## src/rtl/hazard_ctrl_pkg.sv

```systemverilog
// Shared definitions for the pipeline hazard sequencer: forwarding-select
// encodings, FSM state encoding and the default register-address width.
package hazard_ctrl_pkg;

  localparam int REG_AW = 5;

  // Operand source selects for the E-stage ALU inputs
  localparam logic [1:0] FWD_RF = 2'b00;
  localparam logic [1:0] FWD_W  = 2'b01;
  localparam logic [1:0] FWD_M  = 2'b10;

  // RUN: normal flow; MWAIT: whole pipe frozen on an outstanding data access
  typedef enum logic {
    ST_RUN   = 1'b0,
    ST_MWAIT = 1'b1
  } state_t;

endpackage

```

## src/rtl/hazard_ctrl_fwd_unit.sv

```systemverilog
// Forward-select logic for one E-stage ALU operand. The M stage holds the
// younger result, so it wins over W when both match the source register.
// Register x0 never forwards. i_en low forces the register-file select.
module hazard_fwd_unit
  import hazard_ctrl_pkg::*;
#(
  parameter int AW = hazard_ctrl_pkg::REG_AW
) (
  input  logic          i_en,
  input  logic [AW-1:0] i_rsE,
  input  logic [AW-1:0] i_rdM,
  input  logic          i_regWriteM,
  input  logic [AW-1:0] i_rdW,
  input  logic          i_regWriteW,
  output logic [1:0]    o_sel
);

  // Pick the newest in-flight producer of the source register
  always_comb begin
    o_sel = FWD_RF;
    if (i_en) begin
      if (i_regWriteM && (i_rdM != '0) && (i_rdM == i_rsE)) begin
        o_sel = FWD_M;
      end else if (i_regWriteW && (i_rdW != '0) && (i_rdW == i_rsE)) begin
        o_sel = FWD_W;
      end
    end
  end

endmodule

```

## src/rtl/hazard_ctrl.sv

```systemverilog
// Hazard and stall sequencer for the 5-stage pipeline: operand forwarding,
// load-use stalls, branch flushes, memory-wait freezes and deferred flushes.
// Optional saturating hazard counters are built when HAZ_PERF_CNT_EN is
// defined; otherwise the counter outputs are tied to zero.
module hazard_ctrl
  import hazard_ctrl_pkg::*;
#(
  parameter int REG_AW = hazard_ctrl_pkg::REG_AW,
  parameter int CNT_W  = 16
) (
  input  logic              clk,
  input  logic              rst,
  input  logic [REG_AW-1:0] Rs1D,
  input  logic [REG_AW-1:0] Rs2D,
  input  logic [REG_AW-1:0] Rs1E,
  input  logic [REG_AW-1:0] Rs2E,
  input  logic [REG_AW-1:0] RdE,
  input  logic              ResultSrcE,
  input  logic [REG_AW-1:0] RdM,
  input  logic              RegWriteM,
  input  logic [REG_AW-1:0] RdW,
  input  logic              RegWriteW,
  input  logic              PCSrcE,
  input  logic              MemReqM,
  input  logic              MemReadyM,
  output logic              StallF,
  output logic              StallD,
  output logic              StallE,
  output logic              StallM,
  output logic              FlushD,
  output logic              FlushE,
  output logic [1:0]        ForwardAE,
  output logic [1:0]        ForwardBE,
  output logic [CNT_W-1:0]  ld_stall_cnt,
  output logic [CNT_W-1:0]  flush_cnt,
  output logic [CNT_W-1:0]  mwait_cnt
);

  state_t r_state;
  state_t w_nextState;
  logic   r_flushPend;
  logic   w_flushPendNext;
  logic   w_lwStall;
  logic   w_memWait;
  logic   w_frozen;
  logic   w_stallF, w_stallD, w_stallE, w_stallM;
  logic   w_flushD, w_flushE;

  assign w_lwStall = ResultSrcE && (RdE != '0) && ((RdE == Rs1D) || (RdE == Rs2D));
  assign w_memWait = MemReqM && !MemReadyM;

  hazard_fwd_unit #(.AW(REG_AW)) u_fwdA (
    .i_en        (rst),
    .i_rsE       (Rs1E),
    .i_rdM       (RdM),
    .i_regWriteM (RegWriteM),
    .i_rdW       (RdW),
    .i_regWriteW (RegWriteW),
    .o_sel       (ForwardAE)
  );

  hazard_fwd_unit #(.AW(REG_AW)) u_fwdB (
    .i_en        (rst),
    .i_rsE       (Rs2E),
    .i_rdM       (RdM),
    .i_regWriteM (RegWriteM),
    .i_rdW       (RdW),
    .i_regWriteW (RegWriteW),
    .o_sel       (ForwardBE)
  );

  // State register and pending-flush flag
  always_ff @(posedge clk or negedge rst) begin
    if (!rst) begin
      r_state     <= ST_RUN;
      r_flushPend <= 1'b0;
    end else begin
      r_state     <= w_nextState;
      r_flushPend <= w_flushPendNext;
    end
  end

  // Next state, stall/flush decode; a taken branch seen while frozen is parked
  always_comb begin
    w_nextState     = r_state;
    w_frozen        = 1'b0;
    w_stallF        = 1'b0;
    w_stallD        = 1'b0;
    w_stallE        = 1'b0;
    w_stallM        = 1'b0;
    w_flushD        = 1'b0;
    w_flushE        = 1'b0;
    case (r_state)
      ST_RUN: begin
        if (w_memWait) begin
          w_frozen    = 1'b1;
          w_nextState = ST_MWAIT;
        end else begin
          w_stallF = w_lwStall;
          w_stallD = w_lwStall;
          w_flushE = w_lwStall || PCSrcE || r_flushPend;
          w_flushD = PCSrcE || r_flushPend;
        end
      end
      ST_MWAIT: begin
        w_frozen = 1'b1;
        if (MemReadyM) begin
          w_nextState = ST_RUN;
        end
      end
      default: begin
        w_nextState = ST_RUN;
      end
    endcase
    if (w_frozen) begin
      w_stallF = 1'b1;
      w_stallD = 1'b1;
      w_stallE = 1'b1;
      w_stallM = 1'b1;
    end
    w_flushPendNext = w_frozen ? (r_flushPend || PCSrcE) : 1'b0;
  end

  // Control outputs are held inactive while reset is asserted
  always_comb begin
    StallF = rst && w_stallF;
    StallD = rst && w_stallD;
    StallE = rst && w_stallE;
    StallM = rst && w_stallM;
    FlushD = rst && w_flushD;
    FlushE = rst && w_flushE;
  end

`ifdef HAZ_PERF_CNT_EN
  logic [CNT_W-1:0] r_ldStallCnt;
  logic [CNT_W-1:0] r_flushCnt;
  logic [CNT_W-1:0] r_mwaitCnt;
  logic             w_ldStallEvt;

  assign w_ldStallEvt = (r_state == ST_RUN) && w_lwStall && !w_memWait;

  // Saturating hazard event counters
  always_ff @(posedge clk or negedge rst) begin
    if (!rst) begin
      r_ldStallCnt <= '0;
      r_flushCnt   <= '0;
      r_mwaitCnt   <= '0;
    end else begin
      if (w_ldStallEvt && (r_ldStallCnt != '1)) begin
        r_ldStallCnt <= r_ldStallCnt + CNT_W'(1);
      end
      if (w_flushD && (r_flushCnt != '1)) begin
        r_flushCnt <= r_flushCnt + CNT_W'(1);
      end
      if (w_frozen && (r_mwaitCnt != '1)) begin
        r_mwaitCnt <= r_mwaitCnt + CNT_W'(1);
      end
    end
  end

  assign ld_stall_cnt = r_ldStallCnt;
  assign flush_cnt    = r_flushCnt;
  assign mwait_cnt    = r_mwaitCnt;
`else
  assign ld_stall_cnt = '0;
  assign flush_cnt    = '0;
  assign mwait_cnt    = '0;
`endif

endmodule

```

## config.mk

```make
export PLATFORM = sky130hd
export DESIGN_NAME = hazard_ctrl
export DESIGN_NICKNAME = d
export VERILOG_FILES = /design/src/rtl/hazard_ctrl_pkg.sv /design/src/rtl/hazard_ctrl_fwd_unit.sv /design/src/rtl/hazard_ctrl.sv
export SDC_FILE = /design/constraint.sdc
export NUM_CORES = 1
export LEC_CHECK = 0
export CAP_MARGIN = 30
export CORE_MARGIN = 1.5
export CORE_UTILIZATION = 31
export CTS_BUF_LIST = sky130_fd_sc_hd__clkbuf_2
export DETAILED_ROUTE_END_ITERATION = 8
export GPL_ROUTABILITY_DRIVEN = 0
export PLACE_DENSITY_LB_ADDON = 0.15
export SYNTH_ARGS = -nofsm -noshare
export SYNTH_HDL_FRONTEND = slang
export SYNTH_SLANG_ARGS = --single-unit
export TNS_END_PERCENT = 100
```

## constraint.sdc

```tcl
create_clock -name clk -period 2.3 [get_ports clk]
set_input_delay 0.46 -clock clk [delete_from_list [all_inputs] [get_ports clk]]
set_output_delay 0.46 -clock clk [all_outputs]
set_load 0.02 [all_outputs]
```

==> results.json <==
{
  "finalSetupViolations": 0,
  "drc_errors": 0,
  "cts-htree-levels": 1,
  "finalHoldViolCount": 0,
  "synth_seq_cells": 2,
  "fin_cells": 215,
  "synth_top_family_by_area": "buffers and inverters",
  "slew_viol_final": 0,
  "grt_pass1_wl_um": 3691,
  "finalClockSkew_ps": 5.003,
  "area_growth_pct": 57.65,
  "num_vias": 865,
  "irDropWorstVdd_mv": 0.1584,
  "fmaxAchievable_mhz": 436.2,
  "ant_nets": 0,
  "dieArea_um2": 3260,
  "met3_length_um": 298,
  "first_pass_iters": 4,
  "synth-compound-area-share": 0.06207,
  "worstReg2RegStart": "r_state$_DFF_PN0_",
  "power_density_nw_per_um2": 263.1,
  "antenna_found_initial": 0,
  "n_antenna_cell": 0,
  "regToRegSetupSlack_ps": 1560,
  "dieHeight_um": 57.10,
  "top_layer": "met4",
  "clkTransAtPathRegs_ps": 30,
  "dpl.cell_count": 212,
  "place_hpwl_um": 2190,
  "synthAdderAreaFrac": 0,
  "drtIter0Drc": 14,
  "yosys_warnings": 0,
  "first_global_vias": 799,
  "numClockSinks": 2,
  "wl_um": 2548,
  "critPathCaptureType": "primary output",
  "worstSetupStartpointType": "input pin",
  "fin_crit_sh": 0.9967,
  "yosysTopAreaCell": "buf_4",
  "synthesis.area_um2": 907.1,
  "leakagePower_nw": 0.7102,
  "drive_above_1_share": 0.2663,
  "cts_buffers": 3,
  "crit_type": "in2out",
  "synth_xor_area_frac": 0.2897,
  "p_total_uw": 376.3,
  "grt_overflow_total": 0,
  "cts_root_buf": "clkbuf_2",
  "clk_latency_ps": 190,
  "hold_path_class": "in2async",
  "met2_length_um": 1368,
  "synthSimpleGateAreaFrac": 0.1669,
  "track_usage": 0.1491,
  "start_util": 0.3289,
  "holdBufCountCts": 0,
  "seq_area_frac_synth": 0.05517,
  "synth-async-reset-ratio": 1.000,
  "synth_cell_types": 24,
  "muxShareOfSynthArea": 0,
  "fin_crit_ps": 2292,
  "synthTopCellsByArea": "buf_4, xor2_1, xnor2_1",
  "io_pins": 101,
  "via_per_inst": 4.023,
  "coreArea_um2": 2758,
  "timing.final.ws_setup_ps": 7.654,
  "whs_ps": 332.4,
  "rsz0062_at_grt": "true",
  "synthFlopType": "dfrtp_1",
  "nFillCells": 293,
  "synthCells": 117,
  "dieWidth_um": 57.10,
  "avgSynthCellArea_um2": 7.753,
  "dp_slack_ps": -777.1,
  "r2r_end": "r_flushPend$_DFF_PN0_",
  "cts_tree": "built",
  "synth_edf_count": 0,
  "synth_top_area_frac": 0.4138,
  "grt_max_degree": 9,
  "cap_violations": 0,
  "arrival_ps": 1830,
  "status": "complete, no violations",
  "wire_per_inst_um": 11.85,
  "r2r_cells": 2,
  "io_buffer_count": 52,
  "clock_tree.buffer_depth": 2,
  "met1Wirelength_um": 876,
  "cp_max_fo": 2,
  "cp.required_ps": 1840,
  "std_cell_rows": 19,
  "layout.nets": 229
}
## report_power, final
part	leakage (nW)	internal (mW)	switching, mW
Combinational	0.673	0.115	0.166
Clock	0.0125	0.0347	0.0204
Sequential	0.0250	0.0383	0.00155
Total	0.710	0.188	0.188
## sequential cells by signal, indices dropped and copies added (netlist names)
signal / cells
r_flushPend: 1
r_state: 1
## how the worst max path moves through the flow
stage	endpoint	slack, ps	start
5_1_grt	ForwardAE[0]	-20	RdW[2]
3_3_place_gp	ForwardAE[0]	-730	RdM[1]
2_1_floorplan	ForwardAE[0]	140	RdM[1]
6_report	ForwardAE[0]	8	RdW[2]
3_5_place_dp	ForwardAE[0]	-780	RdM[1]
4_1_cts	ForwardAE[0]	-10	RdM[2]
## what timing repair did
item / CTS / global route
gates cloned: 0 / 0
pin swaps: 17 / 6
gates resized for setup: 101 / 17
buffers inserted: 1 / 1
endpoints found under the setup margin: 10 / 8
## worst max-delay path, cell delays in order
cell and delay [ps]:
buf_6 100, buf_6 110, xor2_1 150, or4_1 530, nor4_2 290, buf_2 210
## cell families (layout without fill, tap and decap cells)
logic type,count (synthesis),count (layout)
AO/OA/AOI/OAI,8,8
XOR/XNOR,30,30
other,1,48
buffers and inverters,52,72
AND/OR/NAND/NOR,24,24
flip-flops,2,2
## cell usage in the layout, fill, tap and decap left out
master and count:
and2_1 1, buf_4 16, a21oi_4 1, and2_4 1, xnor2_2 1, nor2_1 6, nand2_1 1, o211ai_1 2
nand3b_1 1, nor4_4 3, buf_2 5, a22oi_2 1, xor2_1 24, xnor2_1 5, o21bai_1 1, nor3_2 2
inv_1 2, clkbuf_2 7, or4_4 2, nor2b_1 1, o21ai_1 1, nand3_1 2, clkdlybuf4s15_1 5, o31ai_2 1
dfrtp_1 2, or4_1 3, conb_1 48, clkdlybuf4s15_2 1, o21ai_4 1, clkdlybuf4s50_1 16, buf_6 6, nor4_2 1
dlygate4sd2_1 14
## final cells by class
| class | instances | area, um2 | area share |
|---|---|---|---|
| Inverter | 2 | 7.507 | 0.005249 |
| Multi-Input combinational cell | 110 | 742.0 | 0.5188 |
| Tap cell | 31 | 38.79 | 0.02712 |
| Clock buffer | 3 | 15.01 | 0.01050 |
| Timing Repair Buffer | 67 | 576.8 | 0.4033 |
| Sequential cell | 2 | 50.05 | 0.03500 |
## metrics by stage
stage	utilization	setup TNS, ps	area, um2
after floorplan	-	0	1084
after global placement	0.5005	-4892	1380
after detailed placement	0.5005	-5205	1380
after CTS	0.5145	-10.30	1419
after global routing	0.5186	-24.95	1430
final	0.5186	0	1430
## layer usage
layer,global-route usage,vias up
met2,0.2890,64
met5,0,-
met3,0.04308,2
met1,0.1545,379
li1,-,420
met4,0.03987,0
## Yosys cell counts, drive strengths merged, types with 2 or more instances
| master | count |
|---|---|
| inv | 2 |
| dfrtp | 2 |
| nor4 | 4 |
| o211ai | 2 |
| nor2 | 6 |
| or4 | 5 |
| o21ai | 2 |
| nor3 | 2 |
| buf | 50 |
| xnor2 | 6 |
| and2 | 2 |
| nand3 | 2 |
| xor2 | 24 |
Power figures use the tool's default switching activity.
==> RTL edit, RTL diff (same flow settings) <==
The package constant `REG_AW` goes from 5 to 6.
--- a/src/rtl/hazard_ctrl_pkg.sv
+++ b/src/rtl/hazard_ctrl_pkg.sv
@@ -2,7 +2,7 @@
 // encodings, FSM state encoding and the default register-address width.
 package hazard_ctrl_pkg;
 
-  localparam int REG_AW = 5;
+  localparam int REG_AW = 6;
 
   // Operand source selects for the E-stage ALU inputs
   localparam logic [1:0] FWD_RF = 2'b00;
Interface: changed (7 resized); port bits go from 101 to 108. The function was not compared with the original's and may differ.
==> RTL edit against the unedited design <==
  * Die area grew 5.2%
  * Sequential cell count is the same
  * Final cell count grew 13%
  * Critical path depth is the same
  * First-iteration DRC count shrank 21%
  * Wire length grew 16%
  * Maximum frequency grew 1.2%
  * Clock skew shrank 0.0013 ns
  * Total power grew 10%
  * Area after synthesis grew 5.5%
  * Cell area grew 16%
  * Setup slack gained 0.027 ns
  * Register-to-register slack lost 0.06 ns
  * Critical path type unchanged
==> RTL edit: results (changes against the unedited design) <==
- Cells after Synth: 126 (+7.7%)
- Top FF cell, synth: dfrtp_1
- Initial antenna violation count: 0 (unchanged)
- DP Area: 1580 µm² (+15%)
- First-pass GRT wire length: 4330 µm (+17%)
- Largest net degree at the start of global routing: 5 (-4)
- Synth cell types: 20 (-17%)
- Slowest CP cell: or4_4
- Grt ovf: 0 (unchanged)
- CP max FO: 2 (unchanged)
- Sequential area share after synthesis: 5.23% (-0.29 points)
- IO buf count: 59 (+13%)
- Placed cells: 239 (+13%)
- CTS H-tree lvls: 1 (unchanged)
- Fin nets: 263 (+15%)
- Maximum VDD drop: 224 µV (+42%)
- Outcome: complete, no violations
- Global-route usage over all layers: 16.6% (+1.7 points)
- Biggest regs: r_flushPend: 1 flops, r_state: 1 flops
- Max Buffers Root-to-Sink: 2 (unchanged)
- Diodes inserted: 0 (unchanged)
- Clock buffer count from CTS: 3 (unchanged)
- Critical path arrival: 1.80 ns (-0.03 ns)
- Area contributors post-synth: buf_4 (39%), xor2_1 (22%), xnor2_1 (11%), dfrtp_1 (5.2%), nor4_1 (4.6%)
- Worst skew pair latency: 0.19 ns (about the same)
- Adder-cell share of the synthesized area: 0% (unchanged)
- First-pass DRT Iterations: 4 (unchanged)
- Post-synth top cells: buf_4 (50), xor2_1 (24), xnor2_1 (12)
- Worst hold path type: reg2reg
- Drt wl/cell: 12.2 µm (+3.0%)
- Vias: 1006 (+16%)
- Synth Area in Compound Gates: 5.10% (-1.1 points)
- Ys async rst share: 100% (unchanged)
- Postcts setup bufs: 0 (-1)
- Clk slew on worst S/H paths: 0.03 ns (about the same)
- DRT iter0 DRCs: 11 (-3)
- Final Skew: 0.00370 ns (-0.00130 ns)
- Layout cell share with drive strength beyond 1: 28.0% (+1.3 points)
- LEAKAGE: 0.000853 µW (+20%)
- Vias in the first global route: 952 (+19%)
- CP max stage delay: 0.56 ns (+0.03 ns)
- HPWL Detailed: 2500 µm (+14%)
- Pre-CTS WS: -0.656 ns (+0.121 ns)
- Yosys synthesis warning count: 0 (unchanged)
- Synth Area in XOR/XNOR: 32.9% (+4.0 points)
- Mux cell area share after synthesis: 0% (unchanged)
- Routed WL: 2960 µm (+16%)
RTL edit: cell count changes in the layout (fill, tap and decap cells not counted), moves of 4 or more:
cell             before  now
buf_4                16   29
clkdlybuf4s15_1       5    1
clkdlybuf4s50_1      16   22
dlymetal6s2s_1        0    7
nand4_1               0    5
nor2_1                6   10
xnor2_1               5   12
RTL edit: final cells by class:
| class | count | area [µm²] |
|---|---|---|
| Clock buffer | 3 | 15.0 |
| Fill cell | 256 | 1190 |
| Inverter | 2 | 7.51 |
| Multi-Input combinational cell | 119 | 806 |
| Sequential cell | 2 | 50.0 |
| Tap cell | 31 | 38.8 |
| Timing Repair Buffer | 85 | 743 |
RTL edit: path summary, 6_finish.rpt:
kind                       slack [ns]  startpoint  depth (start not counted)      endpoint
min                              0.52     r_state                          2       r_state
max reg2reg                      1.50     r_state                          3   r_flushPend
min in group asynchronous        0.63         rst                          2   r_flushPend
max in group asynchronous        1.56         rst                          2       r_state
max                              0.04      RdM[1]                          6  ForwardBE[1]
min reg2reg                      0.52     r_state                          2       r_state
RTL edit: timing repair:
action	in CTS	in global routing
pin swaps	19	15
setup endpoints to repair	10	8
gates resized for setup	73	34
hold endpoints to repair	0	0
RTL edit: stage by stage:
stage,hold WS (ns),setup TNS (ns)
floorplan,0.164,0
global placement,0.479,-4.62
detailed placement,0.501,-4.63
CTS,0.508,0
global route,0.570,-0.0320
finish,0.519,0
RTL edit: where the power goes:
group,total [µW],internal [µW],switching (µW)
combinational,321,143,178
clock,54.1,34.7,19.5
sequential,39.5,38.3,1.19
total,415,216,199
RTL edit: layer usage:
metal	part of all wire, %	vias to the layer above	GRT usage (%)
met4	1.6	0	4.98
met1	37	461	18.9
li1	-	490	-
met3	3.9	6	2.20
met5	0	-	0
met2	57	49	31.6
